<file path="config.mk">
export PLATFORM = sky130hd
export DESIGN_NAME = word_serializer
export DESIGN_NICKNAME = d
export VERILOG_FILES = /design/src/rtl/word_serializer.sv
export SDC_FILE = /design/constraint.sdc
export NUM_CORES = 1
export LEC_CHECK = 0
export ABC_AREA = 0
export BUFFER_PORTS_ARGS = -buffer_cell sky130_fd_sc_hd__buf_2
export CORE_MARGIN = 2
export CORE_UTILIZATION = 48
export CTS_BUF_LIST = sky130_fd_sc_hd__clkbuf_2
export CTS_CLUSTER_SIZE = 8
export DETAILED_ROUTE_END_ITERATION = 8
export PLACE_DENSITY_LB_ADDON = 0.1
export SETUP_SLACK_MARGIN = 0.15
export SYNTH_ARGS = -nofsm -noshare
export SYNTH_HDL_FRONTEND = slang
export SYNTH_SLANG_ARGS = --single-unit
export TNS_END_PERCENT = 50
</file>
<file path="constraint.sdc">
create_clock -name trigger -period 1.55 [get_ports trigger]
set_clock_uncertainty 0.1 [all_clocks]
set_input_delay 0.2325 -clock trigger [delete_from_list [all_inputs] [get_ports trigger]]
set_output_delay 0.2325 -clock trigger [all_outputs]
set_load 0.05 [all_outputs]
</file>
<file path="src/rtl/word_serializer.sv">
// word_serializer: parallel-in, serial-out reader for registered words.
// A W-bit word is accepted over a valid/ready handshake and then presented
// one bit per enabled trigger edge on sout, qualified by sout_valid.
//
// Ports:
//   trigger     clock; all state changes on its rising edge
//   reset       synchronous, active-high; overrides every other input
//   enable      clock enable; low freezes all state except done
//   load_valid  a word is offered on d
//   load_ready  a word can be accepted this cycle (from registered state only)
//   d           word to serialize, sampled only on an accepted load
//   sout        current serial bit (registered)
//   sout_valid  sout carries a data bit (registered)
//   done        one-cycle pulse after the last bit of a word was presented
module word_serializer #(
  parameter int W         = 8,
  parameter int MSB_FIRST = 1
) (
  input  logic         trigger,
  input  logic         reset,
  input  logic         enable,
  input  logic         load_valid,
  output logic         load_ready,
  input  logic [W-1:0] d,
  output logic         sout,
  output logic         sout_valid,
  output logic         done
);

  localparam int CW = (W > 1) ? $clog2(W) : 1;

  typedef enum logic {
    IDLE  = 1'b0,
    SHIFT = 1'b1
  } state_t;

  state_t        state_q, state_d;
  logic [W-1:0]  shreg_q, shreg_d;
  logic [CW-1:0] cnt_q, cnt_d;
  logic          sout_q, sout_d;
  logic          sout_valid_q, sout_valid_d;
  logic          done_q, done_d;
  logic          accept;
  logic          last_bit;

  // The current bit is the last one of its word when cnt has run out.
  assign last_bit   = (state_q == SHIFT) && (cnt_q == '0);
  assign load_ready = (state_q == IDLE) || last_bit;
  assign accept     = enable && load_valid && load_ready;

  // State register
  always_ff @(posedge trigger) begin
    if (reset) begin
      state_q <= IDLE;
    end else begin
      state_q <= state_d;
    end
  end

  // Next-state logic
  always_comb begin
    state_d = state_q;
    if (enable) begin
      if (accept) begin
        state_d = SHIFT;
      end else if (last_bit) begin
        state_d = IDLE;
      end
    end
  end

  // Datapath / output logic
  always_comb begin
    shreg_d      = shreg_q;
    cnt_d        = cnt_q;
    sout_d       = sout_q;
    sout_valid_d = sout_valid_q;
    done_d       = 1'b0;
    if (enable) begin
      done_d = last_bit;
      if (accept) begin
        // The first bit goes straight to sout; shreg keeps only the rest,
        // so the next bit is always at the same end of shreg.
        sout_d       = (MSB_FIRST != 0) ? d[W-1] : d[0];
        shreg_d      = (MSB_FIRST != 0) ? (d << 1) : (d >> 1);
        cnt_d        = CW'(W - 1);
        sout_valid_d = 1'b1;
      end else if (state_q == SHIFT) begin
        if (cnt_q != '0) begin
          sout_d  = (MSB_FIRST != 0) ? shreg_q[W-1] : shreg_q[0];
          shreg_d = (MSB_FIRST != 0) ? (shreg_q << 1) : (shreg_q >> 1);
          cnt_d   = cnt_q - 1'b1;
        end else begin
          sout_d       = 1'b0;
          sout_valid_d = 1'b0;
        end
      end
    end
  end

  always_ff @(posedge trigger) begin
    if (reset) begin
      shreg_q      <= '0;
      cnt_q        <= '0;
      sout_q       <= 1'b0;
      sout_valid_q <= 1'b0;
      done_q       <= 1'b0;
    end else begin
      shreg_q      <= shreg_d;
      cnt_q        <= cnt_d;
      sout_q       <= sout_d;
      sout_valid_q <= sout_valid_d;
      done_q       <= done_d;
    end
  end

  assign sout       = sout_q;
  assign sout_valid = sout_valid_q;
  assign done       = done_q;

endmodule

</file>
== After elaboration in Yosys (flattened, before gate mapping) ==
Index checks and enable logic that the tools add are counted.
Operators by class
  add/subtract/negate cells: 1
  equality and inequality tests: 1
  mux-type cells: 14
  bitwise operators: 2
  reduce and logical (&&, ||, !) cells: 14
Operator list (number)
  2-to-1 mux 8 bit: 3
  2-to-1 mux 3 bit: 3
  2-to-1 mux 1 bit: 8
  AND reduction 3 bit: 2
  nonzero test 2 bit: 3
  AND reduction 2 bit: 2
  logical AND 1 bit: 3
  zero test 3 bit: 1
  nonzero test 3 bit: 1
  subtractor 3 x 1 -> 3 bit, second input constant: 1
  inequality test 2 bit, second input constant: 1
  inverter 1 bit: 2
  OR reduction 2 bit: 1
  logical OR 1 bit: 1
Storage, ports and cells
  register bits: 15
  output and inout port bits: 4
  word-level logic and storage cells: 38

== Depth between registers and ports, before layout ==
Gate-level depths: netlist of the first run.
  word-level depth: 6
  gate-level depth with buffers: 6
  mapped depth without buffers: 6

== Worst setup path after synthesis of the first run ==
No wires, ideal clock.
  kind: flip-flop to flip-flop
  start point: register sout_valid (netlist name)
  end point: register shreg_q[2]
  data arrival time: 1473 ps
  required time: 1322 ps
  slack: -151 ps
  cell stages (with the launch flop): 6
  clock period less this slack: 1701 ps
  path through: dfxtp_1 -> buf_2 -> nand2_2 -> o21a_1 -> a222oi_1 -> nor2_1
RTL lines
  end signal, assigned: line 109  | shreg_q <= shreg_d;
  end, declared: line 38  | logic [W-1:0] shreg_q, shreg_d;

== Worst setup path after layout of the first run ==
  start point: register cnt_q[1]
  end point: register shreg_q[6]
On the way
  longest elaborated chain between the ends: 6
  elaborated cells on any way between the ends: 9
  those cells by class: 1 x mux; 8 x reduce/logical
Ends and longest elaborated chain
  start, declared: line 39  | logic [CW-1:0] cnt_q, cnt_d;
  start signal, assigned: line 110  | cnt_q <= cnt_d;
  zero test 3 bit: line 47  | assign last_bit = (state_q == SHIFT) && (cnt_q == '0);
  logical AND 1 bit: line 47
  logical OR 1 bit: line 48  | assign load_ready = (state_q == IDLE) || last_bit;
  logical AND 1 bit: line 49  | assign accept = enable && load_valid && load_ready;
  nonzero test 2 bit (no line)
  AND reduction 3 bit (no line)
Parallel ways exist; a longest one is shown, timed or not.
A chain may end at the register's enable or synchronous reset.

==> results of run 1 <==
synthesized netlist by cell type, drive strengths merged:
library cell,n,share of area (%)
a221o,1,1.5
nand4,1,0.96
a2111oi,1,2.3
inv,3,1.7
nor4,1,0.96
ha,2,3.8
a21o,1,1.1
a222oi,1,1.5
nand2,7,4.4
nor2,6,3.4
a31oi,3,2.9
nor2b,5,5.2
a21oi,5,4.4
buf,2,1.9
o21ai,7,5.4
nand3,2,1.5
nor3,3,2.3
nand3b,1,1.1
dfxtp,13,40
a221oi,1,1.3
clkbuf,2,1.1
a211oi,2,2.3
nand2b,2,3.1
a22oi,4,4.6
o21a,1,1.1
worst max-delay path, stage by stage (launching register included):
cell and delay, ns:
dfxtp_2 0.34, inv_2 0.07, ha_4 0.15, nor2b_4 0.20
nor3_1 0.07, buf_4 0.16, a221o_1 0.28
flip-flops by register name, indices dropped and copies added (netlist names):
| register | cells |
|---|---|
| sout_valid | 1 |
| sout | 1 |
| cnt_q | 3 |
| shreg_q | 7 |
| done | 1 |
final timing paths:
path                    startpoint                       to  slack [ns]
max          cnt_q[1]$_SDFFE_PP0P_  shreg_q[6]$_SDFFE_PP0P_        0.08
min                           d[0]  shreg_q[1]$_SDFFE_PP0P_        0.09
max reg2reg  cnt_q[1]$_SDFFE_PP0P_  shreg_q[6]$_SDFFE_PP0P_        0.08
min reg2reg      sout$_SDFFE_PP0P_        sout$_SDFFE_PP0P_        0.38
logic make-up after synthesis:
logic type | count (synthesis) | share of synthesized area [%]
adders and majority gates | 2 | 3.83
buffers and inverters | 7 | 4.79
and+or+nand+nor | 28 | 23.0
DFF | 13 | 39.8
AOI/OAI and AO/OA | 27 | 28.5
through the flow:
stage                     util, %  instances
after floorplan                 -         77
after global placement       60.4        106
after detailed placement     60.4        106
after CTS                    64.8        113
after global routing         67.2        115
final                        67.2        115
layer usage:
| metal | up-vias | part of all wire, % | global-route usage (%) |
|---|---|---|---|
| met5 | - | 0 | 0 |
| met4 | 0 | 0.74 | 12.5 |
| met3 | 2 | 7.0 | 4.89 |
| met2 | 27 | 46 | 29.7 |
| met1 | 314 | 46 | 30.6 |
| li1 | 327 | - | - |
timing repair:
item / CTS / global route
resized for setup: 7 / 4
pin swaps: 2 / 3
setup endpoints to repair: 7 / 11
setup buffers: 3 / 2
where the power goes:
group	switching [mW]	leakage (nW)	total, mW	internal, mW
Clock	0.115	0.0166	0.184	0.0684
Sequential	0.0216	0.108	0.380	0.358
Combinational	0.110	0.242	0.202	0.0913
cell type report:
type	count	area [sq um]	area share [%]
Multi-Input combinational cell	57	400	46.4
Tap cell	15	18.8	2.17
Clock buffer	4	20.0	2.32
Sequential cell	13	268	31.0
Inverter	3	11.3	1.30
Timing Repair Buffer	23	145	16.8
==> results.sh, run 1 <==
export IMPL_worstSetupEndpointType="flip-flop"
export IMPL_yosysSeqAreaShare_pct=39.8
export IMPL_cp_start_kind="flip-flop"
export IMPL_postLayoutCellArea_sq_um=863
export IMPL_drive_above_1_share_pct=42.0
export IMPL_wirelength_microns=1480
export IMPL_num_rows=13
export IMPL_final_cell_mix="14 x buf_2, 9 x dfxtp_1, 8 x buf_4"
export IMPL_grt_setup_unrepaired="true"
export IMPL_die_area_sq_um=1670
export IMPL_io_pins=16
export IMPL_holdPathStages=3
export IMPL_start_util_pct=50.8
export IMPL_yosysWarnings=0
export IMPL_grt_use_total_pct=21.7
export IMPL_yosysUniqueCellTypes=31
export IMPL_critical_path_class="reg -> reg"
export IMPL_fin_setup_tns_ns=0
export IMPL_grt_pass1_wl_microns=2350
export IMPL_rr_worst_depth=6
export IMPL_power_mw=0.765
export IMPL_core_area_sq_um=1280
export IMPL_antenna_found_initial=0
export IMPL_maxCapViolCount=0
export IMPL_num_vias=670
export IMPL_clk_path_buf_depth=2
export IMPL_fmax_ghz=0.682
export IMPL_cts_tree="yes"
export IMPL_hpwlAfterDp_microns=1010
export IMPL_grt_pass1_vias=548
export IMPL_drv_slew=0
export IMPL_remaining_drc_errors=0
export IMPL_htree_levels=1
export IMPL_maxSlewHeadroom_pct=79.4
export IMPL_dr_pass1_iters=4
export IMPL_synth_avg_cell_area_sq_um=8.48
export IMPL_die_x_microns=40.9
export IMPL_setup_viol=0
export IMPL_min_period_ns=1.47
export IMPL_portBuffers=15
export IMPL_gr_total_overflow=0
export IMPL_viasPerCell=5.83
export IMPL_gp_congestion=0.759
export IMPL_syn2layout_area_growth_pct=32.2
export IMPL_nFillCells=104
export IMPL_clockRootBuffer="clkbuf_2"
export IMPL_cts_buffers=3
export IMPL_placed_area_sq_um=776
export IMPL_syn_num_nets=91
export IMPL_wl_per_cell_microns=12.9
export IMPL_synth_seq_cells=13
export IMPL_required_ns=1.62
export IMPL_dieHeight_microns=40.9
export IMPL_hold_viol=0
export IMPL_cts_sinks=13
export IMPL_fin_nets=115
export IMPL_worstMarginPinSlew_ns=0.308
export IMPL_num_antenna_cells=0
export IMPL_clock_latency_ns=0.27
export IMPL_synth_area_sq_um=653
export IMPL_irDropWorstVdd_v=0.000599
export IMPL_cp_data_arrival_time_ns=1.54
export IMPL_place_ws_ns=0.0789
export IMPL_cellLeakagePower_nw=0.367
export IMPL_worstPathMaxFanout=6
export IMPL_final_common_cell="buf_2"
export IMPL_synth_cells=77
export IMPL_final_antenna_net_count=0
export IMPL_ctsHoldBuffers=0
export IMPL_whs_ns=0.0888
export IMPL_status="finished clean"
export IMPL_clkTransAtPathRegs_ns=0.14
export IMPL_power_density_nw_per_um2=887
export IMPL_first_iter_violations=20
export IMPL_grt_max_degree=15
export IMPL_setup_slack_ns=0.0836
export IMPL_finalCritPeriodShare_pct=94.6
export IMPL_min_path_type="in -> reg"
No activity file was read; power rests on OpenSTA's default activity.
==> run 2: changes to the inputs <==
--- a/config.mk
+++ b/config.mk
@@ -6,7 +6,7 @@
 export NUM_CORES = 1
 export LEC_CHECK = 0
 export ABC_AREA = 0
-export BUFFER_PORTS_ARGS = -buffer_cell sky130_fd_sc_hd__buf_2
+export BUFFER_PORTS_ARGS = -buffer_cell sky130_fd_sc_hd__buf_4
 export CORE_MARGIN = 2
 export CORE_UTILIZATION = 48
 export CTS_BUF_LIST = sky130_fd_sc_hd__clkbuf_2
==> results.sh, run 2 (synthesized netlist as in run 1, its figures left out) <==
export IMPL_status="finished clean"
export IMPL_gp_congestion=0.753
export IMPL_viasPerCell=5.96
export IMPL_wl_per_cell_microns=13.8
export IMPL_required_ns=1.22
export IMPL_critical_path_top_delay_family="flip-flops"
export IMPL_clk_path_buf_depth=2
export IMPL_min_path_type="in -> reg"
export IMPL_cts_buffers=3
export IMPL_worstPathMaxFanout=6
export IMPL_fin_setup_tns_ns=0
export IMPL_final_cell_mix="20 x buf_4, 9 x dfxtp_1, 5 x nand2_1, 5 x o21ai_0, 5 x nor2_1"
export IMPL_ctsHoldBuffers=0
export IMPL_cp_num_buf_inv=2
export IMPL_power_density_nw_per_um2=865
export IMPL_min_period_ns=1.48
export IMPL_intPower_mw=0.528
export IMPL_cp_start_kind="flip-flop"
export IMPL_hold_viol=0
export IMPL_cts_sinks=13
export IMPL_maxCapViolCount=0
export IMPL_r2r_end="shreg_q[2]$_SDFFE_PP0P_"
export IMPL_grt_pass1_vias=519
export IMPL_irDropWorstVdd_v=0.000599
export IMPL_critical_path_class="reg -> out"
export IMPL_num_rows=13
export IMPL_crit_chain="inv_2 > ha_4 > nand2b_4 > nand2_2 > buf_8"
export IMPL_grt_setup_unrepaired="true"
export IMPL_antenna_found_initial=0
export IMPL_p_switching_mw=0.242
export IMPL_clkTransAtPathRegs_ns=0.11
export IMPL_finalCritPeriodShare_pct=95.8
export IMPL_num_vias=673
export IMPL_largest_register="shreg_q"
export IMPL_crit_cells=5
export IMPL_io_pins=16
export IMPL_start_util_pct=50.8
export IMPL_htree_levels=1
export IMPL_setup_worst_path_start="cnt_q[0]$_SDFFE_PP0P_"
export IMPL_remaining_drc_errors=0
export IMPL_final_antenna_net_count=0
export IMPL_fin_cells=113
export IMPL_postLayoutCellArea_sq_um=890
export IMPL_dr_pass1_iters=4
export IMPL_first_iter_violations=49
export IMPL_num_antenna_cells=0
export IMPL_clock_power_share_pct=22.5
export IMPL_drive_above_1_share_pct=41.8
export IMPL_place_ws_ns=0.0321
export IMPL_rr_startpoint="cnt_q[0]$_SDFFE_PP0P_"
export IMPL_pwr_share_seq_pct=49.3
export IMPL_combPwrFrac_pct=28.1
export IMPL_syn2layout_area_growth_pct=36.2
export IMPL_dieHeight_microns=40.9
export IMPL_cts_tree="yes"
export IMPL_largest_reg_flops=7
export IMPL_largestRegisters="shreg_q x7, cnt_q x3"
export IMPL_dp_cells=104
export IMPL_regToRegSetupSlack_ns=0.08
export IMPL_crit_end="load_ready"
export IMPL_utilization_pct=69.2
export IMPL_setup_slack_ns=0.0654
export IMPL_grt_max_degree=15
export IMPL_maxSlewHeadroom_pct=79.7
export IMPL_holdPathStages=3
export IMPL_hpwlAfterDp_microns=1020
export IMPL_power_mw=0.770
export IMPL_clock_latency_ns=0.27
export IMPL_die_x_microns=40.9
export IMPL_cpPeakStageDelay_ns=0.35
export IMPL_worstMarginPinSlew_ns=0.303
export IMPL_gr_total_overflow=0
export IMPL_grt_pass1_wl_microns=2170
export IMPL_fmax_ghz=0.674
export IMPL_core_area_sq_um=1280
export IMPL_grt_use_total_pct=20.2
export IMPL_clockRootBuffer="clkbuf_2"
export IMPL_worstSetupEndpointType="primary output"
export IMPL_cp_data_arrival_time_ns=1.15
export IMPL_netSwitchingFraction_pct=31.4
export IMPL_crit_slowest_cell="dfxtp_2"
export IMPL_die_area_sq_um=1670
export IMPL_cellLeakagePower_nw=0.360
export IMPL_placed_area_sq_um=798
export IMPL_rr_worst_depth=6
export IMPL_wirelength_microns=1560
export IMPL_portBuffers=15
export IMPL_final_common_cell="buf_4"
export IMPL_drv_slew=0
export IMPL_setup_viol=0
export IMPL_fin_nets=113
export IMPL_whs_ns=0.111
-- run 2: changes by cell type in the layout (fill, tap and decap cells not counted) --
cell     delta
a21oi_2     -1
a21oi_4     +1
a22oi_1     -1
a22oi_2     +1
buf_2      -14
buf_4      +12
nand2_2     +1
nand2_4     -1
nor3_1      -1
nor3_2      +1
nor4_1      +1
nor4_2      -1
-- run 2: worst min-delay path by stage --
stage,from,endpoint,slack [ns]
global route,d[0],shreg_q[1]$_SDFFE_PP0P_,0.09
detailed placement,sout$_SDFFE_PP0P_,sout$_SDFFE_PP0P_,0.37
CTS,d[0],shreg_q[1]$_SDFFE_PP0P_,0.1
finish,d[0],shreg_q[1]$_SDFFE_PP0P_,0.11
global placement,sout$_SDFFE_PP0P_,sout$_SDFFE_PP0P_,0.37
floorplan,d[2],shreg_q[3]$_SDFFE_PP0P_,0.28
-- run 2: power groups by stage --
stage / clock, mW / sequential [mW] / combinational, mW
global route: 0.198 / 0.383 / 0.233
global placement: 0 / 0.384 / 0.175
CTS: 0.181 / 0.379 / 0.207
detailed placement: 0 / 0.384 / 0.177
finish: 0.173 / 0.380 / 0.217
floorplan: 0 / 0.392 / 0.120
-- run 2: repair_timing --
item | 4_1_cts | 5_1_grt
setup endpoints to repair | 8 | 11
gates cloned | 0 | 0
pin swaps | 5 | 5
setup buffers | 5 | 0
resized for setup | 8 | 3
-- run 2: cell type report --
cell class / instances / area (sq um)
clock buffers: 4 / 20.0
fillers: 97 / 395
inverters: 3 / 11.3
multi-input cells: 57 / 407
flip-flops and latches: 13 / 268
well taps: 15 / 18.8
repair buffers: 21 / 165
-- run 2: per-layer routing --
| metal | up-vias | track usage [%] | share of wire (%) |
|---|---|---|---|
| met5 | - | 0 | 0 |
| met4 | 0 | 7.50 | 0.90 |
| met3 | 6 | 8.15 | 9.1 |
| met2 | 46 | 30.9 | 48 |
| met1 | 297 | 25.2 | 42 |
| li1 | 324 | - | - |
-- run 2: worst register-to-register path, cell delays in order, from the launching register on --
cell and delay (ns):
dfxtp_2 0.35, inv_2 0.05, ha_4 0.16, nor2b_4 0.14, o21a_1 0.19, a222oi_1 0.29
nor2_1 0.09
